**src/rtl/apb_ucpd_pkg.sv**
```systemverilog
// Shared types and constants for the UCPD receive path: framing FSM states,
// byte-counter width and its saturating increment.
package apb_ucpd_pkg;

  typedef enum logic [1:0] {
    RXB_IDLE = 2'd0,
    RXB_RECV = 2'd1,
    RXB_DROP = 2'd2
  } rxb_state_t;

  localparam int UCPD_RXCNT_W = 10;
  localparam logic [UCPD_RXCNT_W-1:0] UCPD_RXCNT_MAX = 10'd1023;

  // Message byte counter sticks at its maximum instead of wrapping.
  function automatic logic [UCPD_RXCNT_W-1:0] rxcnt_sat_inc(
    input logic [UCPD_RXCNT_W-1:0] c
  );
    return (c == UCPD_RXCNT_MAX) ? c : c + 1'b1;
  endfunction

endpackage

```
**src/rtl/apb_ucpd_sync_fifo.sv**
```systemverilog
// Single-clock FIFO with occupancy count; push while full is honoured only
// when a pop happens in the same cycle.
module apb_ucpd_sync_fifo #(
  parameter int DEPTH = 8,
  parameter int WIDTH = 8,
  localparam int AW = $clog2(DEPTH)
) (
  input  logic             clk,
  input  logic             flush,
  input  logic             push,
  input  logic [WIDTH-1:0] wdata,
  input  logic             pop,
  output logic [WIDTH-1:0] rdata,
  output logic             full,
  output logic             empty,
  output logic [AW:0]      count
);

  logic [WIDTH-1:0] mem [DEPTH];
  logic [AW-1:0]    wr_ptr;
  logic [AW-1:0]    rd_ptr;
  logic             push_ok;
  logic             pop_ok;

  assign full    = (count == DEPTH[AW:0]);
  assign empty   = (count == '0);
  assign pop_ok  = pop && !empty;
  assign push_ok = push && (!full || pop_ok);
  assign rdata   = mem[rd_ptr];

  always_ff @(posedge clk) begin
    if (flush) begin
      wr_ptr <= '0;
      rd_ptr <= '0;
      count  <= '0;
    end else begin
      if (push_ok) wr_ptr <= wr_ptr + 1'b1;
      if (pop_ok)  rd_ptr <= rd_ptr + 1'b1;
      case ({push_ok, pop_ok})
        2'b10:   count <= count + 1'b1;
        2'b01:   count <= count - 1'b1;
        default: count <= count;
      endcase
    end
  end

  // Storage is not reset; contents after a flush are never observed.
  always_ff @(posedge clk) begin
    if (push_ok) mem[wr_ptr] <= wdata;
  end

endmodule

```
**src/rtl/apb_ucpd_rx_buf.sv**
```systemverilog
// UCPD receive buffer: frames decoded bytes per message into a FIFO read by
// RXDR pops. Optional DMA request level built when UCPD_RXDMA_EN is defined.
module apb_ucpd_rx_buf
  import apb_ucpd_pkg::*;
#(
  parameter int DEPTH = 8,
  localparam int AW = $clog2(DEPTH)
) (
  input  logic                    ic_clk,
  input  logic                    ic_rst,
  input  logic                    ucpden,
  input  logic                    rx_msg_start,
  input  logic                    rx_byte_we,
  input  logic [7:0]              rx_byte,
  input  logic                    rx_msg_end,
  input  logic                    rx_crc_ok,
  input  logic                    rxdr_rd,
  input  logic                    rx_ovr_clr,
  input  logic                    rx_msgend_clr,
  output logic [7:0]              rxdr,
  output logic                    rxne,
  output logic                    rx_ovr,
  output logic                    rx_msgend,
  output logic                    rx_err,
  output logic [UCPD_RXCNT_W-1:0] rx_msg_cnt,
  output logic                    rx_dma_req
);

  // All inputs from the decoder and the register file are single-cycle
  // pulses with no back-pressure: a pulse is acted on in the cycle it is high.

  rxb_state_t              state;
  logic [UCPD_RXCNT_W-1:0] byte_cnt;
  logic [UCPD_RXCNT_W-1:0] cnt_inc;
  logic                    flush;
  logic                    byte_in_recv;
  logic                    fifo_push;
  logic                    ovr_event;
  logic [7:0]              fifo_rdata;
  logic                    fifo_full;
  logic                    fifo_empty;
  logic [AW:0]             fifo_count;

  assign flush = ic_rst || !ucpden;

  apb_ucpd_sync_fifo #(
    .DEPTH (DEPTH),
    .WIDTH (8)
  ) u_fifo (
    .clk   (ic_clk),
    .flush (flush),
    .push  (fifo_push),
    .wdata (rx_byte),
    .pop   (rxdr_rd),
    .rdata (fifo_rdata),
    .full  (fifo_full),
    .empty (fifo_empty),
    .count (fifo_count)
  );

  assign rxne = (fifo_count != '0);
  assign rxdr = rxne ? fifo_rdata : 8'h00;

  // A restarting SOP wins over a byte strobed in the same cycle.
  always_comb begin
    byte_in_recv = (state == RXB_RECV) && rx_byte_we && !rx_msg_start;
    ovr_event    = byte_in_recv && fifo_full && !(rxdr_rd && !fifo_empty);
    fifo_push    = byte_in_recv && !ovr_event;
    cnt_inc      = rxcnt_sat_inc(byte_cnt);
  end

  always_ff @(posedge ic_clk) begin
    if (flush) begin
      state      <= RXB_IDLE;
      byte_cnt   <= '0;
      rx_ovr     <= 1'b0;
      rx_msgend  <= 1'b0;
      rx_err     <= 1'b0;
      rx_msg_cnt <= '0;
    end else begin
      rx_ovr <= ovr_event || (rx_ovr && !rx_ovr_clr);
      // Clear first; a message end below in the same cycle overrides it.
      if (rx_msgend_clr) begin
        rx_msgend <= 1'b0;
        rx_err    <= 1'b0;
      end
      case (state)
        RXB_IDLE: begin
          if (rx_msg_start) begin
            state    <= RXB_RECV;
            byte_cnt <= '0;
          end
        end
        RXB_RECV: begin
          if (rx_msg_start) begin
            byte_cnt <= '0;
          end else begin
            if (rx_byte_we) byte_cnt <= cnt_inc;
            if (rx_msg_end) begin
              rx_msgend  <= 1'b1;
              rx_err     <= !rx_crc_ok || ovr_event;
              rx_msg_cnt <= rx_byte_we ? cnt_inc : byte_cnt;
              state      <= RXB_IDLE;
            end else if (ovr_event) begin
              state <= RXB_DROP;
            end
          end
        end
        RXB_DROP: begin
          if (rx_msg_start) begin
            state    <= RXB_RECV;
            byte_cnt <= '0;
          end else begin
            if (rx_byte_we) byte_cnt <= cnt_inc;
            if (rx_msg_end) begin
              rx_msgend  <= 1'b1;
              rx_err     <= 1'b1;
              rx_msg_cnt <= rx_byte_we ? cnt_inc : byte_cnt;
              state      <= RXB_IDLE;
            end
          end
        end
        default: state <= RXB_IDLE;
      endcase
    end
  end

`ifdef UCPD_RXDMA_EN
  logic dma_q;

  always_ff @(posedge ic_clk) begin
    if (flush) dma_q <= 1'b0;
    else       dma_q <= rxne && !rx_ovr;
  end

  assign rx_dma_req = dma_q;
`else
  assign rx_dma_req = 1'b0;
`endif

endmodule

```
**config.mk**
```make
export PLATFORM = sky130hd
export DESIGN_NAME = apb_ucpd_rx_buf
export DESIGN_NICKNAME = d
export VERILOG_FILES = /design/src/rtl/apb_ucpd_pkg.sv /design/src/rtl/apb_ucpd_sync_fifo.sv /design/src/rtl/apb_ucpd_rx_buf.sv
export SDC_FILE = /design/constraint.sdc
export NUM_CORES = 1
export LEC_CHECK = 0
export ABC_AREA = 0
export CELL_PAD_IN_SITES_DETAIL_PLACEMENT = 1
export CELL_PAD_IN_SITES_GLOBAL_PLACEMENT = 2
export CORE_MARGIN = 2
export CORE_UTILIZATION = 30
export CTS_CLUSTER_DIAMETER = 60
export DETAILED_ROUTE_END_ITERATION = 8
export PLACE_DENSITY = 0.69
export SYNTH_ARGS = -nofsm -noshare
export SYNTH_HDL_FRONTEND = slang
export SYNTH_SLANG_ARGS = --single-unit
```
**constraint.sdc**
```tcl
create_clock -name ic_clk -period 4.1 [get_ports ic_clk]
set_input_delay 1.025 -clock ic_clk [delete_from_list [all_inputs] [get_ports ic_clk]]
set_output_delay 1.025 -clock ic_clk [all_outputs]
set_load 0.005 [all_outputs]
```
---- Word-level counts from Yosys, hierarchy flattened ----
Memory sizes are Yosys's and may differ from the RTL's. A register that Yosys moved wholly into a read port is not among the register bits.
Index checks and enable logic that the tools add are counted.
storage, ports and cells
  register bits ........................... 35
  bits in writable memories ............... 64
  bits of input ports ..................... 18
  logic and storage cells ................. 83
  memories kept ........................... 1
memory list
  name        depth  width  read ports  clocked after memory_dff  write ports  RTL line                  text
  u_fifo.mem  8      8      1           1                         1            apb_ucpd_sync_fifo.sv:19  logic [WIDTH-1:0] mem [DEPTH];
cells by class
  $add $sub $neg .......................... 5
  equality and inequality tests ........... 10
  mux-type cells .......................... 28
  bitwise logic cells ..................... 1
  reduce and logical (&&, ||, !) cells .... 29
operator list
  operator               count
  $mux 10                4
  $pmux 10 s2            1
  $mux 2                 6
  $mux 1                 11
  $add 10x1->10 const B  1
  $eq 10x10->1 const B   1
  $logic_and 1x1->1      8
  $logic_not 1->1        8
  $mux 8                 1
  $pmux 4 s2             1
  $add 3x1->3 const B    2
  $mux 3                 2
  $ne 3x3->1 const B     2
  $pmux 2 s3             1
  $add 4x1->4 const B    1
  $eq 2x1->1 const B     2
  $eq 2x2->1 const B     2
  $eq 4x4->1 const B     1
  $logic_not 4->1        1
  $logic_or 1x1->1       4
  $ne 2x2->1 const B     2
  $reduce_and 4->1       1
  $reduce_bool 2->1      2
  $reduce_bool 4->1      1
  7 further kinds        7

---- Depth between registers and ports, before layout ----
  depth in word-level cells ............... 10
  gate-level depth with buffers ........... 12
  mapped depth without buffers ............ 12

---- Hierarchy ----
From an unflattened synthesis, not the netlist that was laid out.
unflattened totals
  cells, all modules ...................... 364
  area, all modules ....................... 4702.0 um^2
modules (own cells, without submodules)
  module              times used  cells each  area an instance (um^2)  seq. area each (um^2)
  apb_ucpd_sync_fifo  1           179         3215.6                   2182.1
  apb_ucpd_rx_buf     1           185         1486.4                   500.5

---- Worst setup path after synthesis ----
Ideal clock, no wire load.
  path type ............................... input -> register
  start ................................... input rx_byte_we
  end ..................................... memory u_fifo.mem[2][0] (enable)
  library setup time ...................... 0.398 ns
  arrival time ............................ 2.780 ns
  required time ........................... 3.702 ns
  setup slack ............................. 0.923 ns
  cell stages on the path ................. 5
  cell sequence ........................... buf_2 -> and3b_1 -> a21boi_2 -> inv_1 -> nor4b_1
on the way
  cells in the longest elaborated chain, start to end .. 9
ends and longest elaborated chain
  what                              RTL line                  text
  from (decl)                       apb_ucpd_rx_buf.sv:13     input logic rx_byte_we,
  $logic_and 1x1->1 * (2 in a row)  apb_ucpd_rx_buf.sv:66     byte_in_recv = (state == RXB_RECV) && rx_byte_we && !rx_msg_start;
  $logic_and 1x1->1 (2 in a row)    apb_ucpd_rx_buf.sv:67     ovr_event = byte_in_recv && fifo_full && !(rxdr_rd && !fifo_empty);
  $logic_not 1->1                   apb_ucpd_rx_buf.sv:68     fifo_push = byte_in_recv && !ovr_event;
  $logic_and 1x1->1 *               apb_ucpd_rx_buf.sv:68
  $logic_and 1x1->1 *               apb_ucpd_sync_fifo.sv:28  assign push_ok = push && (!full || pop_ok);
  $mux 1 *                          apb_ucpd_sync_fifo.sv:49  if (push_ok) mem[wr_ptr] <= wdata;
  $mux 1 (implied by the code) *    apb_ucpd_sync_fifo.sv:49
  to (decl)                         apb_ucpd_sync_fifo.sv:19
Every way passes the cells marked *; elsewhere a longest branch is shown, timed or not.

---- Worst setup path after layout ----
  start ................................... input rx_msg_start
  end ..................................... register u_fifo.count[2]
on the way
  cells in the longest elaborated chain, start to end .. 9
ends and longest elaborated chain
  what                                                    RTL line                  text
  from (decl)                                             apb_ucpd_rx_buf.sv:12     input logic rx_msg_start,
  $logic_not 1->1 *                                       apb_ucpd_rx_buf.sv:66
  $logic_and 1x1->1 *                                     apb_ucpd_rx_buf.sv:66
  $logic_and 1x1->1 (2 in a row)                          apb_ucpd_rx_buf.sv:67
  $logic_not 1->1                                         apb_ucpd_rx_buf.sv:68
  $logic_and 1x1->1 *                                     apb_ucpd_rx_buf.sv:68
  $logic_and 1x1->1 *                                     apb_ucpd_sync_fifo.sv:28
  $eq 2x1->1 / $eq 2x2->1 (equally long branches)         apb_ucpd_sync_fifo.sv:39  case ({push_ok, pop_ok})
  $pmux 4 s2 / $reduce_bool 2->1 (equally long branches)  -
  to (signal assigned)                                    apb_ucpd_sync_fifo.sv:40  2'b10: count <= count + 1'b1;
  to (signal assigned)                                    apb_ucpd_sync_fifo.sv:41  2'b01: count <= count - 1'b1;
  to (signal assigned)                                    apb_ucpd_sync_fifo.sv:42  default: count <= count;
  to (decl)                                               apb_ucpd_sync_fifo.sv:16  output logic [AW:0] count
Marked as above.
A chain may end at the register's enable or synchronous reset.

==> results.py <==
metrics = {
    "floorplanning": {
        "design.die.area_mm2": 0.0162,
        "horizontal_die_dimension_um": 127,
        "floorplan.core_area_mm2": 0.0150,
        "initial_utilization_pct": 30.4,
        "dieHeight_um": 127,
        "design.portCount": 41,
        "floorplan.rows": 45,
    },
    "placed_design": {
        "post-place-ws_ns": 0.380,
        "number_of_port_buffers": 39,
        "dp.final_hpwl_um": 7020,
        "globalplace.congestion": 0.771,
    },
    "layout": {
        "layout.area.seq_mm2": 0.00268,
        "drive_gt1_share_pct": 14.7,
        "final.fill_count": 1577,
        "diodes": 0,
        "nets": 424,
        "area_delta_synth_final_pct": 19.9,
        "multi_input_comb_area_mm2": 0.00176,
    },
    "routing": {
        "dr.first_iter.drc_count": 125,
        "drt-pass1-iter-count": 4,
        "routed_via_density": 5.09,
        "average_detailed_routed_wire_length_per_instance_um": 17.4,
        "routed-via-count": 2996,
        "drt_drc_violations_left": 0,
        "drt.antenna.violating_nets": 0,
        "drt-total-wl_um": 10300,
    },
    "timing": {
        "timing_hold_violations_final": 0,
        "final-max-slew-violation-count": 0,
        "transition_time_at_the_pin_with_the_least_slew_margin_ns": 0.824,
        "timing.fmax_mhz": 297,
        "rsz_0062_raised_after_global_routing": "false",
        "final.period_utilization_pct": 82.1,
        "fin_skew_ns": 0.00709,
        "max_slew_margin_pct": 45.0,
        "worst_slack_ns": 0.732,
        "setup_tns_ns": 0,
        "shortest_period_the_worst_path_allows_ns": 3.37,
        "setup_violations": 0,
    },
    "setup_path": {
        "critPathMaxFanout": 7,
        "crit_end_category": "register",
        "type_of_the_worst_setup_path": "input port to register",
        "timing.critical_path.arrival_ns": 3.65,
        "r2r.worst_path.cells": 12,
        "worst_ep_required_time_ns": 4.38,
        "timing.critical_path.from_type": "input port",
    },
    "logic_synthesis": {
        "synth_largest_area_cell": "edfxtp_1",
        "synth_enable_flop_cells": 64,
        "synth_async_sr_flop_share_pct": 0,
        "ys_top_cells_by_count": "edfxtp_1, dfxtp_1, nor2_1",
        "postSynthRegisterBits": 102,
        "mappedNetlistNets": 382,
        "synth_sequential_area_ratio_pct": 58.7,
        "yosysMostFrequentCell": "edfxtp_1",
        "ys.flop_type": "edfxtp_1",
        "cell_area_after_technology_mapping_mm2": 0.00457,
        "syn_area_per_cell_um2": 12.9,
        "synth.top_cell.area_share_pct": 42.0,
        "number_of_cells_produced_by_synthesis": 354,
        "netlist_top_cells_area": "edfxtp_1, dfxtp_1, mux4_2, a21oi_1, ha_1",
        "synth_cell_type_count": 64,
        "synth-warning-count": 0,
    },
    "power_and_ir_drop": {
        "totalPowerFinal_mw": 1.99,
        "leakage_nw": 1.73,
        "vdd_drop_max_v": 0.000204,
        "power_density_mw_per_mm2": 363,
    },
    "clock_tree": {
        "numClockSinks": 102,
        "worst_skew_pair.late_latency_ns": 0.35,
        "cts.hold.buffers_added": 0,
        "cts-root-to-sink-buffers": 2,
        "cts-root-buf": "clkbuf_16",
        "clk_pin_slew_ns": 0.07,
        "cts_tree": "done",
        "cts_inserted_buffers": 9,
        "h-tree-depth": 3,
        "postCtsSetupBuffers": 0,
        "postCtsResizedCells": 0,
    },
    "min_path": {
        "hold-path-cell-count": 2,
        "worst_hold_path_type": "register to register",
    },
    "global_route": {
        "grt_start_max_net_pins": 26,
        "grt-ovfl-total": 0,
        "grt_pass1_wl_um": 16700,
        "grt_pass1_vias": 3048,
        "grt_use_total_pct": 13.5,
        "grt_antenna_before_repair": 0,
    },
    "job": {
        "cap_violations": 0,
    },
    "status": {
        "run_status": "finished, final reports clean",
    },
}
flip-flops by register name, indices dropped and copies added (netlist names), named ones only:
signal and flops:
u_fifo.mem 64, state 2, rx_msgend 1, rx_msg_cnt 10
u_fifo.wr_ptr 3, u_fifo.rd_ptr 3, u_fifo.count 4, rx_err 1
rx_ovr 1, byte_cnt 10
layer usage:
metal | routed length [um] | global-route usage (%)
met3 | 449 | 3.56
met4 | 137 | 4.07
met2 | 5050 | 21.8
met1 | 4630 | 18.0
met5 | 0 | 0
worst paths after layout:
path / from / to / slack, ns
worst max register to register: state[1] / u_fifo.count[2] / 1.35
worst max-delay path: rx_msg_start / u_fifo.count[2] / 0.73
worst min register to register: rx_msg_cnt[6] / rx_msg_cnt[6] / 0.46
worst min-delay path: rx_msg_cnt[6] / rx_msg_cnt[6] / 0.46
cell families after synthesis:
family / share of synthesized area, %
and+or+nand+nor: 12.9
AOI/OAI and AO/OA: 10.4
muxes: 10.3
xor gates and xnor gates: 1.89
adders and majority gates: 2.74
other: 0.0820
DFF: 58.7
buffers and inverters: 3.01
critical path: stages:
cell	delay, ns
clkdlybuf4s50_1	0.51
and3b_1	0.34
a21boi_2	0.30
inv_1	0.16
ha_1	0.28
xor2_1	0.16
ha_1	0.18
a21oi_1	0.15
xor2_1	0.10
or3_1	0.31
a21oi_1	0.13
where the power goes:
group	leakage (nW)	total, mW	internal (mW)	switching, mW
logic	0.710	0.0707	0.0317	0.0390
registers	0.881	1.09	1.09	0.00169
clock network	0.135	0.827	0.425	0.402
total	1.73	1.99	1.55	0.443
layout make-up:
type	instances	share of cell area, %
flip-flops and latches	102	48.9
repair buffers	52	8.90
multi-input cells	223	32.0
clock buffers	9	4.11
clock inverters	7	1.12
well taps	188	4.29
inverters	8	0.593
metrics by stage:
| step | hold WS (ns) | util (%) | instance area (um^2) | std cells |
|---|---|---|---|---|
| CTS | 0.466 | 36.5 | 5480 | 589 |
| global route | 0.491 | 36.5 | 5480 | 589 |
| global placement | 0.441 | 34.6 | 5190 | 573 |
| detailed placement | 0.455 | 34.6 | 5190 | 573 |
| floorplan | 0.448 | - | 4570 | 354 |
| finish | 0.461 | 36.5 | 5480 | 589 |
placed cells by master (no fill, tap or decap), types with 2 or more instances in the layout:
| cell | synthesis | layout |
|---|---|---|
| and3_1 | 3 | 3 |
| nand4_1 | 4 | 4 |
| edfxtp_1 | 64 | 64 |
| a31o_2 | 4 | 4 |
| mux2i_1 | 11 | 11 |
| clkbuf_16 | 0 | 9 |
| nand2_1 | 18 | 18 |
| nand3b_1 | 3 | 3 |
| mux4_2 | 16 | 16 |
| nor3b_1 | 3 | 3 |
| xnor2_1 | 2 | 2 |
| clkinvlp_4 | 0 | 2 |
| or3_1 | 2 | 2 |
| nor2b_1 | 3 | 3 |
| and4_1 | 2 | 2 |
| inv_1 | 7 | 7 |
| a311oi_1 | 2 | 2 |
| a31oi_1 | 4 | 4 |
| nor2_1 | 26 | 26 |
| nand2b_1 | 13 | 13 |
| o21ai_0 | 8 | 8 |
| buf_4 | 3 | 13 |
| nand3_1 | 8 | 8 |
| nor3_1 | 9 | 9 |
| ha_1 | 10 | 10 |
| a211o_1 | 3 | 3 |
| a211oi_1 | 4 | 4 |
| inv_8 | 0 | 3 |
| nor4_1 | 2 | 2 |
| dfxtp_1 | 38 | 38 |
| o211ai_1 | 3 | 3 |
| a21oi_1 | 25 | 25 |
| xor2_1 | 6 | 6 |
| clkdlybuf4s50_1 | 0 | 39 |
No activity file was read; power rests on OpenSTA's default activity.
==> edit 1, RTL diff (same settings) <==
Build with the macro `UCPD_RXDMA_EN` defined.
--- a/src/rtl/apb_ucpd_rx_buf.sv
+++ b/src/rtl/apb_ucpd_rx_buf.sv
@@ -1,5 +1,7 @@
 // UCPD receive buffer: frames decoded bytes per message into a FIFO read by
 // RXDR pops. Optional DMA request level built when UCPD_RXDMA_EN is defined.
+`define UCPD_RXDMA_EN
+
 module apb_ucpd_rx_buf
   import apb_ucpd_pkg::*;
 #(
Behaviour: not the same (Yosys sat finds a counterexample within 4 cycles, from zero or initial values).
==> edit 1 against the unedited design <==
  * Core utilization increased by 0.62 points
  * Cell count decreased by 1.9%
  * Area after synthesis fell by 4.3%
  * Worst setup slack improved by 130 ps
  * Final area fell by 2.8%
  * Routed wire length decreased by 5.8%
  * Via count fell by 5.9%
  * Sequential cell count rose by 1
  * Largest power group unchanged
  * Largest cell class unchanged
  * Power decreased by 1.5%
  * Hold slack gained 17 ps
==> edit 1: results (changes against the unedited design) <==
[cells_and_area]
nets=417  ; was 424
fin_cells=578  ; was 589
layout-drive-gt1-share_pct=12.9  ; was 14.7%
reg_top3=u_fifo.mem (64), byte_cnt (10), rx_msg_cnt (10)  ; unchanged
nFillCells=1520  ; was 1577

[place]
dpl_cell_area_sq_um=5060  ; was 5190 sq um
dp_hpwl_microns=6600  ; was 7020 microns
place_congestion=0.770  ; was 0.771
portBuffers=40  ; was 39
place_inst=562  ; was 573

[sta]
slew_headroom_pct=52.9  ; was 45.0%
whs_ps=478  ; was 461 ps
skew_ps=10.7  ; was 7.09 ps

[global_routing]
grt_pass1_wl_microns=16300  ; was 16700 microns
antenna_found_initial=0  ; unchanged
grtUsageTotal_pct=13.3  ; was 13.5%
grt_pass1_vias=3030  ; was 3048

[critical_path]
arrival_ps=2220  ; was 3650 ps
cp_slowest_cell=mux4_2  ; was clkdlybuf4s50_1
crit_fanout=16  ; was 7

[synthesis]
synth.area.top_cells=edfxtp_1, dfxtp_1, mux4_2, a21oi_1, ha_1  ; unchanged
ys_seq_area_share_pct=61.8  ; was 58.7%
synth-xor-area-share_pct=2.60  ; was 1.89%
synth-compound-area-share_pct=8.44  ; was 10.4%
synth_mux_area_share_pct=10.8  ; was 10.3%
syn_nets=364  ; was 382
yosysUniqueCellTypes=48  ; was 64
synthAdderAreaFrac_pct=2.86  ; was 2.74%
synth_common_cells=edfxtp_1, dfxtp_1, nor2_1  ; unchanged
netlist_instances=336  ; was 354

[pwr]
switchingPower_uw=418  ; was 443 uW
clkPwrFrac_pct=40.1  ; was 41.6%
power_mw=1.96  ; was 1.99 mW
p_leak_nw=1.71  ; was 1.73 nW
peakVddDrop_mv=0.184  ; was 0.204 mV

[worst_hold_path]
hold_depth=2  ; unchanged
hold-path-endpoint=rx_msg_cnt[9]  ; was rx_msg_cnt[6]
hp-start=rx_msg_cnt[9]  ; was rx_msg_cnt[6]

[status]
outcome=finished clean  ; unchanged

[detailed_routing]
vias=2819  ; was 2996
wl_per_cell_microns=16.7  ; was 17.4 microns
drt_iter0_drc=170  ; was 125

[clocking]
clockBufferDepth=2  ; unchanged
clk_pin_slew_ps=70  ; about the same

edit 1: kinds of logic (layout without fill, tap and decap cells):
family	after synthesis	in the layout
mux	27	27
xor+xnor	13	13
buf+inv	25	83
simple gates	96	96
compound gates	62	62
flops	103	103
fa+ha+maj	10	10
edit 1: final cells by class:
class / instances / area, sq um / share of cell area, %
flip-flops and latches: 103 / 2700 / 50.7
clock inverters: 6 / 37.5 / 0.704
inverters: 12 / 45.0 / 0.845
well taps: 184 / 230 / 4.32
multi-input cells: 208 / 1570 / 29.5
clock buffers: 10 / 229 / 4.30
repair buffers: 55 / 513 / 9.63
edit 1: per-layer routing:
metal / up-vias / share of wire, % / GRT usage, %
met5: - / 0 / 0
met4: 0 / 0.96 / 2.97
met3: 6 / 3.7 / 4.12
met2: 44 / 49 / 22.0
met1: 1409 / 47 / 17.1
li1: 1360 / - / -
edit 1: how the worst max path moves through the flow:
stage,slack [ps],endpoint,cells past startpoint,startpoint
after detailed placement,620,u_fifo.count[2],11,rx_byte_we
final,860,rxdr[1],5,flip-flop
after floorplan,1230,u_fifo.count[2],10,rxdr_rd
after CTS,790,rxdr[1],5,flip-flop
after global routing,710,rxdr[4],5,flip-flop
after global placement,720,u_fifo.count[2],11,rx_byte_we
edit 1: critical path, delay by kind of cell (launching register included):
kind	cells	cell delay, ps
muxes	2	730
DFF	1	320
buffers and inverters	2	750
and+or+nand+nor	1	60
edit 1: per-stage QoR:
stage | utilization, % | setup slack (ps)
after floorplan | - | 1230
after global placement | 35.2 | 724
after detailed placement | 35.2 | 621
after CTS | 37.1 | 788
after global routing | 37.1 | 706
final | 37.1 | 860
==> edit 2, RTL diff (config.mk and constraints unchanged) <==
Made on the original files. Register the output `rxdr`; this adds one clock of latency there. The other outputs are not delayed to match.
--- a/src/rtl/apb_ucpd_rx_buf.sv
+++ b/src/rtl/apb_ucpd_rx_buf.sv
@@ -59,7 +59,9 @@
   );
 
   assign rxne = (fifo_count != '0);
-  assign rxdr = rxne ? fifo_rdata : 8'h00;
+  always_ff @(posedge ic_clk) begin
+    rxdr <= rxne ? fifo_rdata : 8'h00;
+  end
 
   // A restarting SOP wins over a byte strobed in the same cycle.
   always_comb begin
Behaviour: not the same (a bounded check fails within 4 cycles, from zero or initial values).
==> edit 2 against the unedited design <==
  * Clock power rose by 6.8%
  * Area after synthesis grew 0.74%
  * Worst setup slack better by 130 ps
  * Register-to-register slack gained 140 ps
  * Routed wire length fell by 4.9%
  * Power grew 5.3%
  * Final area up 1.1%
  * Sequential cell count increased by 5
  * Critical path type unchanged
==> edit 2: results (changes against the unedited design) <==
[pwr]
switchingPower_uw=445  ; was 443 uW
peakVddDrop_mv=0.205  ; was 0.204 mV
p_leak_nw=1.83  ; was 1.73 nW

[place]
place_inst=569  ; was 573
place_congestion=0.716  ; was 0.771
dp_hpwl_microns=6580  ; was 7020 microns
dpl_cell_area_sq_um=5240  ; was 5190 sq um

[synthesis]
netlist_instances=345  ; was 354
yosysUniqueCellTypes=58  ; was 64
synth_common_cells=edfxtp_1, dfxtp_1, nor2_1  ; unchanged
ys_seq_area_share_pct=60.4  ; was 58.7%
synth.area.top_cells=edfxtp_1, dfxtp_1, mux4_2, ha_1, a21oi_1  ; was edfxtp_1, dfxtp_1, mux4_2, a21oi_1, ha_1
syn_nets=373  ; was 382

[clocking]
root_buffer=clkbuf_16  ; unchanged

[detailed_routing]
wl_per_cell_microns=16.7  ; was 17.4 microns
drt_iter0_drc=136  ; was 125
routed_wl_microns=9760  ; was 10300 microns
vias=2858  ; was 2996

[critical_path]
arrival_ps=3530  ; was 3650 ps

[status]
outcome=finished clean  ; unchanged

[global_routing]
grt_pass1_wl_microns=16000  ; was 16700 microns
grt_pass1_vias=3072  ; was 3048
grtUsageTotal_pct=13.1  ; was 13.5%
grt_max_degree=21  ; was 26

[cells_and_area]
nets=420  ; was 424

[sta]
skew_ps=9.14  ; was 7.09 ps

## edit 2: changes by cell type in the layout (fill, tap and decap cells not counted), sizes merged, moves of 3 or more
cell / unedited run / this run
nand2b: 13 / 10
o21ai: 9 / 15
nand2: 18 / 22
nor3b: 3 / 0
o31ai: 1 / 4
dfxtp: 38 / 43
a31o: 4 / 0
## edit 2: layout make-up
type | instances | area (sq um)
multi-input cells | 212 | 1700
repair buffers | 52 | 488
clock buffers | 9 | 225
fillers | 1623 | 9550
inverters | 10 | 37.5
flip-flops and latches | 107 | 2780
well taps | 188 | 235
clock inverters | 7 | 75.1
## edit 2: cells by family after synthesis
family	share of synthesized area, %
compound gates	8.83
xor+xnor	2.28
fa+ha+maj	2.72
buf+inv	2.77
flops	60.4
mux	10.5
other cells	0.0814
simple gates	12.3
## edit 2: per-stage QoR
| stage | setup slack, ps | utilization (%) | hold WS [ps] |
|---|---|---|---|
| 5_1_grt | 608 | 36.7 | 508 |
| 2_1_floorplan | 1190 | - | 448 |
| 4_1_cts | 830 | 36.7 | 463 |
| 3_5_place_dp | 455 | 34.8 | 449 |
| 3_3_place_gp | 512 | 34.8 | 447 |
| 6_report | 862 | 36.7 | 464 |
## edit 2: worst paths after layout
kind | from | to | slack, ps | depth (start not counted)
max reg2reg | state[1] | u_fifo.count[2] | 1490 | 12
min | rx_msg_cnt[8] | rx_msg_cnt[8] | 460 | 2
max | rx_msg_start | u_fifo.count[2] | 860 | 11
min reg2reg | rx_msg_cnt[8] | rx_msg_cnt[8] | 460 | 2
## edit 2: worst max-delay path, delay by kind of cell
| kind | cells | cell delay, ps |
|---|---|---|
| buffers and inverters | 2 | 680 |
| AOI/OAI and AO/OA | 3 | 580 |
| and+or+nand+nor | 2 | 540 |
| adders and majority gates | 2 | 450 |
| xor gates and xnor gates | 2 | 250 |
## edit 2: metal layers
layer  vias up  global-route usage, %  share of wire [%]
met2        42                   22.7                 52
met4         0                   4.65                1.3
met1      1425                   15.3                 43
met5         -                      0                  0
li1       1378                      -                  -
met3        13                   3.88                3.9
## edit 2: power by group through the flow
stage                     clock [mW]  sequential, mW  combinational, mW
after global placement             0            1.17             0.0711
final                          0.883            1.14             0.0721
after floorplan                    0            1.17             0.0347
after global routing           0.951            1.14             0.0798
after CTS                      0.914            1.14             0.0737
after detailed placement           0            1.17             0.0733
